### src/rtl/sbox_arbiter.sv
// rtl/sbox_arbiter.sv - round-robin arbiter sharing one S-box lookup port among NREQ requesters
//
// Ports:
//   clk, rst            clock (rising edge), asynchronous active-low reset
//   req_valid/req_addr  per-requester pending flag and lookup byte (byte i = bits 8i+7:8i)
//   resp_valid          one-cycle pulse on the bit of the requester being answered
//   resp_data/resp_err  substituted byte (0x00 on timeout) and timeout flag, held until next response
//   sbox_rqst_addr      address driven to the S-box, stable while sbox_addr_valid is high
//   sbox_addr_valid     address phase active; sbox_addr_ack closes it
//   sbox_read_data      S-box byte, qualified by sbox_data_valid
//   busy                high whenever a transaction is in flight
//   grant_idx           index of the current or most recently granted requester
module sbox_arbiter #(
    parameter int NREQ    = 2,
    parameter int TIMEOUT = 64,
    localparam int IW     = (NREQ > 1) ? $clog2(NREQ) : 1
) (
    input  logic                clk,
    input  logic                rst,
    input  logic [NREQ-1:0]     req_valid,
    input  logic [8*NREQ-1:0]   req_addr,
    output logic [NREQ-1:0]     resp_valid,
    output logic [7:0]          resp_data,
    output logic                resp_err,
    output logic [7:0]          sbox_rqst_addr,
    output logic                sbox_addr_valid,
    input  logic                sbox_addr_ack,
    input  logic [7:0]          sbox_read_data,
    input  logic                sbox_data_valid,
    output logic                busy,
    output logic [IW-1:0]       grant_idx
);

    localparam int CW = $clog2(TIMEOUT);

    typedef enum logic [1:0] {
        IDLE  = 2'd0,
        ISSUE = 2'd1,
        WAIT  = 2'd2,
        RESP  = 2'd3
    } state_t;

    state_t          state;
    state_t          next_state;
    logic [IW-1:0]   last_grant;
    logic [CW-1:0]   cnt;
    logic [7:0]      addr_q;
    logic [7:0]      data_q;
    logic            err_q;

    logic            pick_found;
    logic [IW-1:0]   pick_idx;
    logic [IW-1:0]   pick_try;
    logic [7:0]      pick_addr;
    logic            timeout_hit;
    int              pick_pos;

    // Round-robin search: start just above the last served requester and wrap,
    // so the requester served most recently is considered last.
    always_comb begin
        pick_found = 1'b0;
        pick_idx   = '0;
        pick_try   = '0;
        pick_pos   = 0;
        for (int k = 1; k <= NREQ; k++) begin
            pick_pos = (int'(last_grant) + k) % NREQ;
            pick_try = IW'(pick_pos);
            if (!pick_found && req_valid[pick_try]) begin
                pick_found = 1'b1;
                pick_idx   = pick_try;
            end
        end
    end

    always_comb begin
        pick_addr = 8'h00;
        for (int i = 0; i < NREQ; i++) begin
            if (pick_idx == IW'(i)) begin
                pick_addr = req_addr[8*i +: 8];
            end
        end
    end

    assign timeout_hit = (cnt == CW'(TIMEOUT - 1));

    always_ff @(posedge clk or negedge rst) begin
        if (!rst) begin
            state <= IDLE;
        end else begin
            state <= next_state;
        end
    end

    always_comb begin
        next_state = state;
        case (state)
            IDLE:    if (pick_found) next_state = ISSUE;
            ISSUE:   if (sbox_addr_ack) next_state = WAIT;
            // Data takes priority when it arrives on the timeout cycle.
            WAIT:    if (sbox_data_valid || timeout_hit) next_state = RESP;
            RESP:    next_state = IDLE;
            default: next_state = IDLE;
        endcase
    end

    always_ff @(posedge clk or negedge rst) begin
        if (!rst) begin
            grant_idx  <= '0;
            last_grant <= IW'(NREQ - 1);
            cnt        <= '0;
            addr_q     <= 8'h00;
            data_q     <= 8'h00;
            err_q      <= 1'b0;
        end else begin
            case (state)
                IDLE: begin
                    if (pick_found) begin
                        grant_idx <= pick_idx;
                        addr_q    <= pick_addr;
                    end
                end
                WAIT: begin
                    cnt <= cnt + 1'b1;
                    if (sbox_data_valid) begin
                        data_q <= sbox_read_data;
                        err_q  <= 1'b0;
                    end else if (timeout_hit) begin
                        data_q <= 8'h00;
                        err_q  <= 1'b1;
                    end
                end
                RESP: begin
                    last_grant <= grant_idx;
                    cnt        <= '0;
                end
                default: ;
            endcase
        end
    end

    always_comb begin
        resp_valid = '0;
        for (int i = 0; i < NREQ; i++) begin
            resp_valid[i] = (state == RESP) && (grant_idx == IW'(i));
        end
    end

    assign resp_data       = data_q;
    assign resp_err        = err_q;
    assign sbox_rqst_addr  = addr_q;
    assign sbox_addr_valid = (state == ISSUE);
    assign busy            = (state != IDLE);

endmodule

### config.mk
export PLATFORM = sky130hd
export DESIGN_NAME = sbox_arbiter
export DESIGN_NICKNAME = d
export VERILOG_FILES = /design/src/rtl/sbox_arbiter.sv
export SDC_FILE = /design/constraint.sdc
export NUM_CORES = 1
export LEC_CHECK = 0
export ABC_AREA = 0
export CORE_MARGIN = 4
export CORE_UTILIZATION = 40
export CTS_BUF_LIST = sky130_fd_sc_hd__clkbuf_16
export CTS_CLUSTER_DIAMETER = 100
export CTS_CLUSTER_SIZE = 14
export DETAILED_ROUTE_END_ITERATION = 12
export PLACE_DENSITY = 0.72
export REMOVE_ABC_BUFFERS = 1
export SYNTH_ARGS = -nofsm -noshare
export SYNTH_HDL_FRONTEND = slang
export SYNTH_SLANG_ARGS = --single-unit
### constraint.sdc
create_clock -name clk -period 2.2 [get_ports clk]
set_input_delay 0.33 -clock clk [delete_from_list [all_inputs] [get_ports clk]]
set_output_delay 0.33 -clock clk [all_outputs]
set_load 0.005 [all_outputs]
Word-level counts from Yosys, hierarchy flattened
Cells that the tools add are included.
{ "word_totals": {"in_bits": 30, "reg_bits": 27, "word_cells": 50} }
{ "op_classes": {"n_reduce_logical": 12, "n_lt_le_gt_ge": 2, "add_sub_neg": 3, "eq_ne": 7, "n_bitwise": 1, "mux": 18} }
{ "op_table": {"columns": ["cell", "count"], "rows": [
  ["$mux W8", 3],
  ["$pmux W6 S2", 1],
  ["$mux W1", 10],
  ["$pmux W2 S4", 1],
  ["$add A6 B1 Y6 const B", 1],
  ["$eq A6 B6 Y1 const B", 1],
  ["$mux W2", 3],
  ["$reduce_bool A2 Y1", 3],
  ["$eq A2 B2 Y1 const B", 2],
  ["$lt A1 B2 Y1 const B", 2],
  ["$ne A2 B2 Y1 const B", 2],
  ["$reduce_and A2 Y1", 2],
  ["$logic_and A1 B1 Y1", 3],
  ["$reduce_and A3 Y1", 1],
  ["$add A1 B1 Y1 const B", 2],
  ["$eq A2 B1 Y1 const B", 1],
  ["$logic_not A2 Y1", 1],
  ["$ne A2 B1 Y1 const B", 1],
  ["$logic_not A1 Y1", 1],
  ["$logic_or A1 B1 Y1", 1],
  ["$not A1 Y1", 1]
]} }

Depth between registers and ports, before layout
Gate-level depths: netlist of run 1.
{ "depth": {"ltp_word": 9, "depth_mapped": 7, "depth_no_buf": 5} }

Worst setup path before layout of run 1
OpenSTA, ideal clock, no wires.
{ "synth_path": {"kind": "register to register", "startpoint": "reg state[0]", "endpoint": "reg state[1]", "arrival_ns": 1.319, "stages_incl_launch_ff": 6, "synth_period_minus_slack_ns": 1.443, "setup_time_ns": 0.124, "required_ns": 2.076, "slack_ns": 0.757, "path_cell_list": "dfrtp_1 inv_1 ha_1 nor3b_1 nor3b_1 a211o_1"} }
{ "synth_between": {"elab_chain_cells": 3, "elab_cells_between_ends": 9, "cone_classes": "eq/ne: 6; mux: 1; reduce/logical: 2"} }
{ "synth_lines": {"columns": ["element", "line_no", "text"], "rows": [
  ["start: declaration", "43", "state_t state;"],
  ["start signal: assignment", "90", "state <= next_state;"],
  ["$eq A2 B2 Y1, or another cell as far along", "96", "case (state)"],
  ["$ne A2 B2 Y1 (no source line) or $ne A2 B1 Y1 (tied branches)", null, null],
  ["$reduce_and A3 Y1 (no source line)", null, null]
]} }
Several ways; a longest one is shown, not always the timed one.
A chain may end at the register's enable or synchronous reset.

Worst setup path after layout of run 1
{ "layout_path": {"startpoint": "reg state[1]", "endpoint": "out busy"} }
{ "layout_between": {"elab_chain_cells": 1} }
{ "layout_lines": {"columns": ["element", "line_no", "text"], "rows": [
  ["$reduce_bool A2 Y1", "152", "assign busy = (state != IDLE);"],
  ["end: declaration", "30", "output logic busy,"]
]} }
No other way between the ends.

==> results of run 1 <==
cell type report:
type | instances | area, µm²
Tap cell | 44 | 55.1
Fill cell | 264 | 1130
Timing Repair Buffer | 56 | 548
Sequential cell | 27 | 677
Inverter | 5 | 18.8
Clock inverter | 1 | 3.75
Multi-Input combinational cell | 93 | 617
Clock buffer | 3 | 75.1
worst min-delay path by stage:
stage	start	endpoint	slack, ns	depth (start not counted)
3_5_place_dp	sbox_rqst_addr[7]	sbox_rqst_addr[7]	0.47	2
6_report	rst	state[1]	0.44	2
5_1_grt	rst	state[1]	0.47	2
4_1_cts	rst	resp_data[3]	0.45	2
2_1_floorplan	rst	cnt[0]	0.03	0
3_3_place_gp	sbox_rqst_addr[7]	sbox_rqst_addr[7]	0.46	2
report_power, final:
| part | switching, µW | total (µW) | internal [µW] |
|---|---|---|---|
| sequential | 159 | 860 | 701 |
| combinational | 445 | 1080 | 632 |
| clock | 160 | 403 | 243 |
flip-flops by register name (all words and copies together), names as in the netlist:
register,flops
state,2
last_grant,1
resp_err,1
resp_data,8
cnt,6
sbox_rqst_addr,8
grant_idx,1
metrics by stage:
step,setup slack [ns],instance area (µm²),utilization
global placement,0.498,1920,0.612
CTS,0.227,1990,0.638
finish,0.246,1990,0.638
floorplan,0.423,1310,-
global route,0.174,1990,0.638
detailed placement,0.396,1920,0.612
worst max-delay path, delay by kind of cell (launching register included):
kind       cells  cell delay [ns]
buf+inv        3             0.69
flops          1             0.41
fa+ha+maj      1             0.26
kinds of logic after synthesis:
logic type               after synthesis
AND/OR/NAND/NOR                       37
XOR/XNOR                               4
buffers and inverters                 10
multiplexers                          10
flip-flops                            27
AO/OA/AOI/OAI                         37
adder cells (fa/ha/maj)                5
per-layer routing:
metal  part of all wire  wire, µm
met4             0.0063        20
met3              0.093       294
met1               0.41      1320
met2               0.49      1550
met5                  0         0
placed cells by master, fill, tap and decap left out, drive strengths merged, types with 2 or more instances in the layout:
cell,synthesis,routed
nand4,2,2
nand2,19,19
dfrtp,26,26
clkdlybuf4s50,0,51
and2,2,2
clkbuf,1,3
a22oi,8,8
mux2i,9,9
xor2,3,3
ha,5,5
inv,4,5
nor2b,3,3
nor2,6,6
o21ai,20,20
nor3b,2,2
buf,4,5
==> metrics.txt, run 1 <==
status finished, final reports clean; postcts setup bufs 0; Mapped Cells 130; CP max stage delay 0.51 ns; cell taking the most area after synthesis dfrtp_1; vias in the first global route 1178; GRT Overall Usage 0.154; worst vdd ir 0.565 mV; Critical Path Source state[1]; worst-skew pair later-pin latency 0.26 ns; worst min path class in2async; Hold Vio Cnt, Final 0; DPL Wire Length 2470 µm; transition time at the pin with the least slew margin 0.450 ns; clock-pin slew on the worst setup and hold paths 0.07 ns; most frequent cell after synthesis dfrtp_1; GRT busiest layer met2; synth top area cells dfrtp_1 48%, o21ai_0 7.1%, mux2i_1 6.7%; std cell rows 20; post-route ant nets 0; largest family of logic cells by synthesized area compound AO/OA/AOI/OAI gates; FF-to-FF Start state[0]; Worst setup EP type output port; Area Growth Syn to Fin 48.3%; met1 Use GR 0.172; global-route wire length before repair 5250 µm; Core Box Area 0.00313 mm²; crit path kind reg2out; Max Freq 0.512 GHz; RSZ-0062 raised after global routing no; top cell type's share of synthesized area 0.484; CTS Buf Count 3; WL/cell 13.9 µm; CP Max Fanout 5; synth unique cells 35; max-slew violation count 0; Placed Cells incl. Taps 225; initial antenna violation count 0; worst rel slew slack 0.700; Power per Cell Area 1170 mW/mm²; CP Launch Type flip-flop; leak pwr 0.000873 µW; met2 global-route usage 0.284; Detailed Route Iter0 Violations 47; Die Area 0.00435 mm²; starting density of the core 0.430; Compound-Gate Fraction of Synth Area 0.174; GPL Wtd Cong 0.742; clock buffer depth 2; Die Width 66.0 µm; Critical Path AT 1.62 ns; Synth Area in XOR/XNOR 0.0260; drt total wl 3180 µm; Post-Layout Cell Count 229; synth cell count leaders 26 x dfrtp_1, 19 x nand2_1, 19 x o21ai_0, 9 x mux2i_1, 8 x a22oi_1; #FFs+latches synth 27; register area share after synthesis 0.503; Post-synth EDFFs 0; reg2reg end resp_err; TNS Setup 0 ns; DR DRC count 0; synthesized-area fraction occupied by and/or/nand/nor cells 0.137; r2r setup slk 0.37 ns; Syn Std Cell Area 0.00135 mm²; syn_area_per_cell 10.3 µm²; Nets 221; largest net degree at the start of global routing 28; ys flop type dfrtp_1; worst-path cell chain inv_1 > ha_1 > inv_1 > clkdlybuf4s50_1; final setup fails 0; diode count 0; max cap viols 0; TritonCTS sink count 27; worst-case hold slack 0.439 ns; Worst Path Required 1.87 ns; grt met3 use 0.0527; Post-synth ARST share 1.00; routed vias/inst 5.03; Crit path top cell by count inv_1; GRT Residual Overflow 0; Setup crit end busy; Yosys warnings 0; post-synthesis adder-cell area fraction 0.0465; routed vias 1153; H-tree levels 1; Die Ht 66.0 µm; Setup Skew 0.00470 ns; multiplexer area fraction after synthesis 0.0753; CTS resizes 0; CTS tree done; CP max-delay cell clkdlybuf4s50_1; First-pass DRT Iterations 4; r2r worst-path depth 5; # IOs 52; Period minus WS final 1.95 ns; Pwr Total 2340 µW; input/output buffers 51; final period utilization 0.888; layout cells sized above 1 0.0595; Clock Root Buffer clkbuf_16; cts hold-fix bufs 0
No activity file was read; power rests on OpenSTA's default activity.
==> run 2, diff against run 1 <==
- SETUP_SLACK_MARGIN: not set -> 0.1
==> results of run 2 <==
No change in the layout: final DEF, timing and power equal those of run 1.
